$ cat src/rtl/axis_matmul_pkg.sv
// Shared types, default bus geometry and lane-offset helpers for the AXI4-Stream N x N matrix-multiply engine.
package axis_matmul_pkg;

    typedef enum logic [0:0] {
        ST_ACCUM = 1'b0,
        ST_DRAIN = 1'b1
    } state_t;

    localparam int DEF_N     = 2;
    localparam int DEF_DW    = 4;
    localparam int DEF_ACC_W = 16;
    localparam int DEF_S_W   = 2 * DEF_N * DEF_DW;
    localparam int DEF_M_W   = DEF_N * DEF_ACC_W;

    // LSB of a_i inside the input beat (A column lanes come first)
    function automatic int a_lsb(input int i, input int dw);
        return i * dw;
    endfunction

    // LSB of b_j inside the input beat (B row lanes follow the N A lanes)
    function automatic int b_lsb(input int j, input int n, input int dw);
        return (n + j) * dw;
    endfunction

    function automatic int c_lsb(input int j, input int acc_w);
        return j * acc_w;
    endfunction

endpackage

$ cat src/rtl/matmul_mac_cell.sv
// One wrapping accumulator element c[i][j] with synchronous clear and accumulate enable.
module matmul_mac_cell
    import axis_matmul_pkg::*;
#(
    parameter int ACC_W = DEF_ACC_W
) (
    input  logic             clk,
    input  logic             rst,
    input  logic             clr,
    input  logic             en,
    input  logic [ACC_W-1:0] prod,
    output logic [ACC_W-1:0] acc
);

    logic [ACC_W-1:0] acc_r;

    // Accumulator register; clear wins over accumulate
    always_ff @(posedge clk) begin
        if (rst) begin
            acc_r <= {ACC_W{1'b0}};
        end else if (clr) begin
            acc_r <= {ACC_W{1'b0}};
        end else if (en) begin
            acc_r <= acc_r + prod;
        end else begin
            acc_r <= acc_r;
        end
    end

    assign acc = acc_r;

endmodule

$ cat src/rtl/axis_matmul_nxn.sv
// AXI4-Stream N x N outer-product accumulator; drains C row by row after s_axis_tlast.
// Build option: define AXIS_MATMUL_SIGNED_EN for two's-complement operands.
module axis_matmul_nxn
    import axis_matmul_pkg::*;
#(
    parameter int N     = DEF_N,
    parameter int DW    = DEF_DW,
    parameter int ACC_W = DEF_ACC_W
) (
    input  logic                 clk,
    input  logic                 rst,
    input  logic                 s_axis_tvalid,
    input  logic [2*N*DW-1:0]    s_axis_tdata,
    input  logic                 s_axis_tlast,
    output logic                 s_axis_tready,
    output logic                 m_axis_tvalid,
    output logic [N*ACC_W-1:0]   m_axis_tdata,
    output logic                 m_axis_tlast,
    input  logic                 m_axis_tready
);

    localparam int M_W = N * ACC_W;
    localparam int RW  = (N > 1) ? $clog2(N) : 1;
    localparam logic [RW-1:0] ROW_LAST = RW'(N - 1);

    state_t           state_r, state_nxt_s;
    logic [RW-1:0]    row_r, row_nxt_s;
    logic             s_ready_r, m_valid_r, m_last_r;
    logic             s_hs_s, m_hs_s, clr_s, en_s;
    logic [ACC_W-1:0] a_ext_s [N];
    logic [ACC_W-1:0] b_ext_s [N];
    logic [ACC_W-1:0] acc_s   [N][N];
    logic [M_W-1:0]   row_data_s;

    assign s_hs_s = s_axis_tvalid && s_ready_r;
    assign m_hs_s = m_valid_r && m_axis_tready;

    // Operand widening: sign- or zero-extend so the ACC_W product wraps correctly
    for (genvar k = 0; k < N; k++) begin : g_ext
`ifdef AXIS_MATMUL_SIGNED_EN
        assign a_ext_s[k] = ACC_W'($signed(s_axis_tdata[a_lsb(k, DW) +: DW]));
        assign b_ext_s[k] = ACC_W'($signed(s_axis_tdata[b_lsb(k, N, DW) +: DW]));
`else
        assign a_ext_s[k] = ACC_W'(s_axis_tdata[a_lsb(k, DW) +: DW]);
        assign b_ext_s[k] = ACC_W'(s_axis_tdata[b_lsb(k, N, DW) +: DW]);
`endif
    end

    for (genvar i = 0; i < N; i++) begin : g_row
        for (genvar j = 0; j < N; j++) begin : g_col
            logic [ACC_W-1:0] prod_s;
            assign prod_s = a_ext_s[i] * b_ext_s[j];

            matmul_mac_cell #(.ACC_W(ACC_W)) u_cell (
                .clk  (clk),
                .rst  (rst),
                .clr  (clr_s),
                .en   (en_s),
                .prod (prod_s),
                .acc  (acc_s[i][j])
            );
        end
    end

    // Next-state, row counter and accumulator control
    always_comb begin
        state_nxt_s = state_r;
        row_nxt_s   = row_r;
        clr_s       = 1'b0;
        en_s        = 1'b0;
        case (state_r)
            ST_ACCUM: begin
                if (s_hs_s) begin
                    en_s = 1'b1;
                    if (s_axis_tlast) begin
                        state_nxt_s = ST_DRAIN;
                        row_nxt_s   = {RW{1'b0}};
                    end else begin
                        state_nxt_s = ST_ACCUM;
                    end
                end else begin
                    en_s = 1'b0;
                end
            end
            ST_DRAIN: begin
                if (m_hs_s) begin
                    if (row_r == ROW_LAST) begin
                        clr_s       = 1'b1;
                        row_nxt_s   = {RW{1'b0}};
                        state_nxt_s = ST_ACCUM;
                    end else begin
                        row_nxt_s = row_r + {{(RW-1){1'b0}}, 1'b1};
                    end
                end else begin
                    row_nxt_s = row_r;
                end
            end
            default: begin
                state_nxt_s = ST_ACCUM;
                row_nxt_s   = {RW{1'b0}};
            end
        endcase
    end

    // State register with handshake flags registered off the next state
    always_ff @(posedge clk) begin
        if (rst) begin
            state_r   <= ST_ACCUM;
            row_r     <= {RW{1'b0}};
            s_ready_r <= 1'b1;
            m_valid_r <= 1'b0;
            m_last_r  <= 1'b0;
        end else begin
            state_r   <= state_nxt_s;
            row_r     <= row_nxt_s;
            s_ready_r <= (state_nxt_s == ST_ACCUM);
            m_valid_r <= (state_nxt_s == ST_DRAIN);
            m_last_r  <= (state_nxt_s == ST_DRAIN) && (row_nxt_s == ROW_LAST);
        end
    end

    // Row select from the accumulator array
    always_comb begin
        row_data_s = {M_W{1'b0}};
        for (int r = 0; r < N; r++) begin
            if (row_r == RW'(r)) begin
                for (int j = 0; j < N; j++) begin
                    row_data_s[c_lsb(j, ACC_W) +: ACC_W] = acc_s[r][j];
                end
            end else begin
                row_data_s = row_data_s;
            end
        end
    end

    assign s_axis_tready = s_ready_r;
    assign m_axis_tvalid = m_valid_r;
    assign m_axis_tlast  = m_last_r;
    assign m_axis_tdata  = m_valid_r ? row_data_s : {M_W{1'b0}};

endmodule
$ cat config.mk
export PLATFORM = sky130hd
export DESIGN_NAME = axis_matmul_nxn
export DESIGN_NICKNAME = d
export VERILOG_FILES = /design/src/rtl/axis_matmul_pkg.sv /design/src/rtl/matmul_mac_cell.sv /design/src/rtl/axis_matmul_nxn.sv
export SDC_FILE = /design/constraint.sdc
export NUM_CORES = 1
export LEC_CHECK = 0
export CAP_MARGIN = 20
export CORE_MARGIN = 8
export CORE_UTILIZATION = 35
export CTS_CLUSTER_SIZE = 8
export DETAILED_ROUTE_END_ITERATION = 16
export PLACE_DENSITY = 0.53
export SLEW_MARGIN = 20
export SYNTH_ARGS = -nofsm -noshare
export SYNTH_HDL_FRONTEND = slang
export SYNTH_SLANG_ARGS = --single-unit
$ cat constraint.sdc
create_clock -name clk -period 5.6 [get_ports clk]
set_clock_uncertainty 0.1 [all_clocks]
set_input_delay 1.12 -clock clk [delete_from_list [all_inputs] [get_ports clk]]
set_output_delay 1.12 -clock clk [all_outputs]
set_load 0.02 [all_outputs]
==> metrics.txt <==
Post-CTS Resized 0; GRT Residual Overflow 0; DP HPWL 12500 µm; I/O pin count 56; die width 151 µm; # nets final 954; most frequent cells in the layout inv_1, nand2_1, ha_1; post-synthesis net count 909; Clk Latency, worst-skew pair 0.34 ns; CTS Sinks just under 70; Worst Path Required about 5.8 ns; min Tclk post-route 4.82 ns; critical path type in -> reg; Multi-input gate area 4530 µm²; WL/cell 15.1 µm; Startpoint Class input port; synthesized-area fraction occupied by adder cells between 20% and 30%; Die ar. 22800 µm²; first-pass GRT wire length 27300 µm; Pwr per Cell Area roughly 240 nW/µm²; FMAX 208 MHz; initial core utilization 35.6%; Crit Path Max Fanout 8; via/cell ratio 4.96; Logic pwr share about two fifths; final setup violation count 0; #FFs+latches synth 68; DRT iter0 DRCs 190; Clock Tree Buf Depth 2; TritonCTS buffer count 9; worst IR drop on VDD between 100 and 150 µV; die span in y 151 µm; largest family of logic cells by synthesized area adder cells; cell count after synthesis between 700 and 800; Final Max Tran Viols 0; DRC errors left 0; Mapped Avg Cell Area 8.19 µm²; initial antenna violation count 0; max_cap viols 0; Worst Hold Class reg -> reg; Detailed Route WL between 15000 and 20000 µm; post-route ant nets 0; Clk pwr share 30.0%; CTS root buffer clkbuf_16; mux cell area share after synthesis 5.34%; row cnt around 50; gpl congestion 0.769; vias in the first global route 5489; antenna fix cells 0; Compound-Gate Fraction of Synth Area about an eighth; Setup crit end kind flop; CTS clock-pin slew for the worst setup and hold paths 0.05 ns; sequential element share of the synthesized area a little over a fifth; Core Region 17900 µm²; CTS H-tree lvls 3; post-CTS setup buffers 0; Relative slew margins 50.5%; worst-margin pin slew 0.742 ns; sw frac 36.9%; global-route usage over all layers 15.2%; synth warn 0; via count 5241; EDFF count, synth 0; Post-Synthesis Cell Area 6370 µm²; RR Startpoint m_axis_tvalid; final hold violations 0; P_sw 0.656 mW; Hold Startpoint g_row[0].g_col[0].u_cell.acc[4]; Sequential Area 1360 µm²; crit path launch s_axis_tdata[0]; cts hold-fix bufs 0; ys flop type dfxtp_1; largest net degree at the start of global routing 50; Design Power 1.78 mW; fill count 1863; Unique masters post-synth 47; asr flop ratio synth 0%; share of cells above drive strength 1 3.14%; Leak roughly 3.1 nW; IO buf count 55; P&R area growth vs syn 16.3%; Final period util 86.0%; sequential power share 31.5%; TritonCTS clock tree built; setup tns final 0 ns; First-pass DRT Iterations 4; XOR/XNOR Fraction of Synth Area 5.36%; outcome completed; commonest non-fill, non-tap cell in the layout inv_1; critical path arrival between 4 and 5 ns; cell-internal power 1.12 mW; Post-Synth Simple-Gate Area 21.2%; RSZ-0062 raised after global routing no
==> path summary, 6_finish.rpt <==
kind | endpoint | slack, ns | depth (start not counted)
min reg2reg | g_row[0].g_col[0].u_cell.acc[4] | 0.37 | 2
min | g_row[0].g_col[0].u_cell.acc[4] | 0.37 | 2
max reg2reg | g_row[0].g_col[0].u_cell.acc[8] | 2.60 | 8
max | g_row[0].g_col[1].u_cell.acc[10] | 0.78 | 12
==> final cells by class <==
type | instances | share of cell area (%)
multi-input cells | 586 | 61.1
flip-flops and latches | 68 | 18.4
clock buffers | 13 | 3.51
repair buffers | 61 | 8.04
clock inverters | 2 | 0.135
well taps | 229 | 3.87
inverters | 97 | 4.92
==> power groups by stage <==
stage | sequential (mW) | clock (mW) | combinational, mW
3_5_place_dp | 0.572 | 0 | 0.690
4_1_cts | 0.562 | 0.552 | 0.696
5_1_grt | 0.566 | 0.574 | 0.798
6_report | 0.560 | 0.533 | 0.685
2_1_floorplan | 0.556 | 0 | 0.532
3_3_place_gp | 0.571 | 0 | 0.690
==> routing by layer <==
layer  wire (µm)  up-vias  part of all wire [%]  track usage [%]
met2        7840       56                    49             27.0
met4         233        0                   1.5             4.80
met5           0        -                     0                0
met3         555       13                   3.5             3.14
met1        7310     2478                    46             17.8
li1            -     2694                     -                -
==> sequential cells by signal, indices dropped and copies added, names as in the netlist <==
name                    count
s_axis_tready               1
m_axis_tvalid               1
m_axis_tlast                1
g_row.g_col.u_cell.acc     64
row_r                       1
==> cells in the mapped netlist (all sizes together) (29+ instances only) <==
cell type	n	area, µm²
mux2i	34	340
nand2	86	323
a21oi	49	245
inv	97	364
dfxtp	68	1360
and2	50	313
nor2b	33	206
ha	74	926
fa	36	721
o21ai	29	145
nor2	46	173
xor2	31	272
==> critical path: stages <==
cell,delay [ns]
clkdlybuf4s50_1,0.65
nand2_1,0.13
fa_1,0.52
fa_1,0.51
fa_1,0.51
inv_1,0.04
ha_1,0.34
nor2_1,0.10
o31ai_2,0.31
a41oi_2,0.23
or3_1,0.39
a21oi_1,0.13
==> cell families (layout without fill, tap and decap cells) <==
group | Yosys count | count (layout)
and+or+nand+nor | 270 | 270
AOI/OAI and AO/OA | 133 | 133
buffers and inverters | 124 | 173
adders and majority gates | 110 | 110
DFF | 68 | 68
xor gates and xnor gates | 39 | 39
muxes | 34 | 34
==> metrics by stage <==
| step | instances | util (%) | setup WS (ns) | area, µm² | hold WS [ns] |
|---|---|---|---|---|---|
| 6_report | 1056 | 41.4 | 0.784 | 7400 | 0.371 |
| 5_1_grt | 1056 | 41.4 | 0.527 | 7400 | 0.403 |
| 4_1_cts | 1056 | 41.4 | 0.772 | 7400 | 0.377 |
| 3_5_place_dp | 1041 | 39.9 | 0.392 | 7130 | 0.369 |
| 3_3_place_gp | 1041 | 39.8 | 0.439 | 7130 | 0.361 |
| 2_1_floorplan | 778 | - | 1.32 | 6370 | 0.344 |
(Power assumes the default switching activity.)
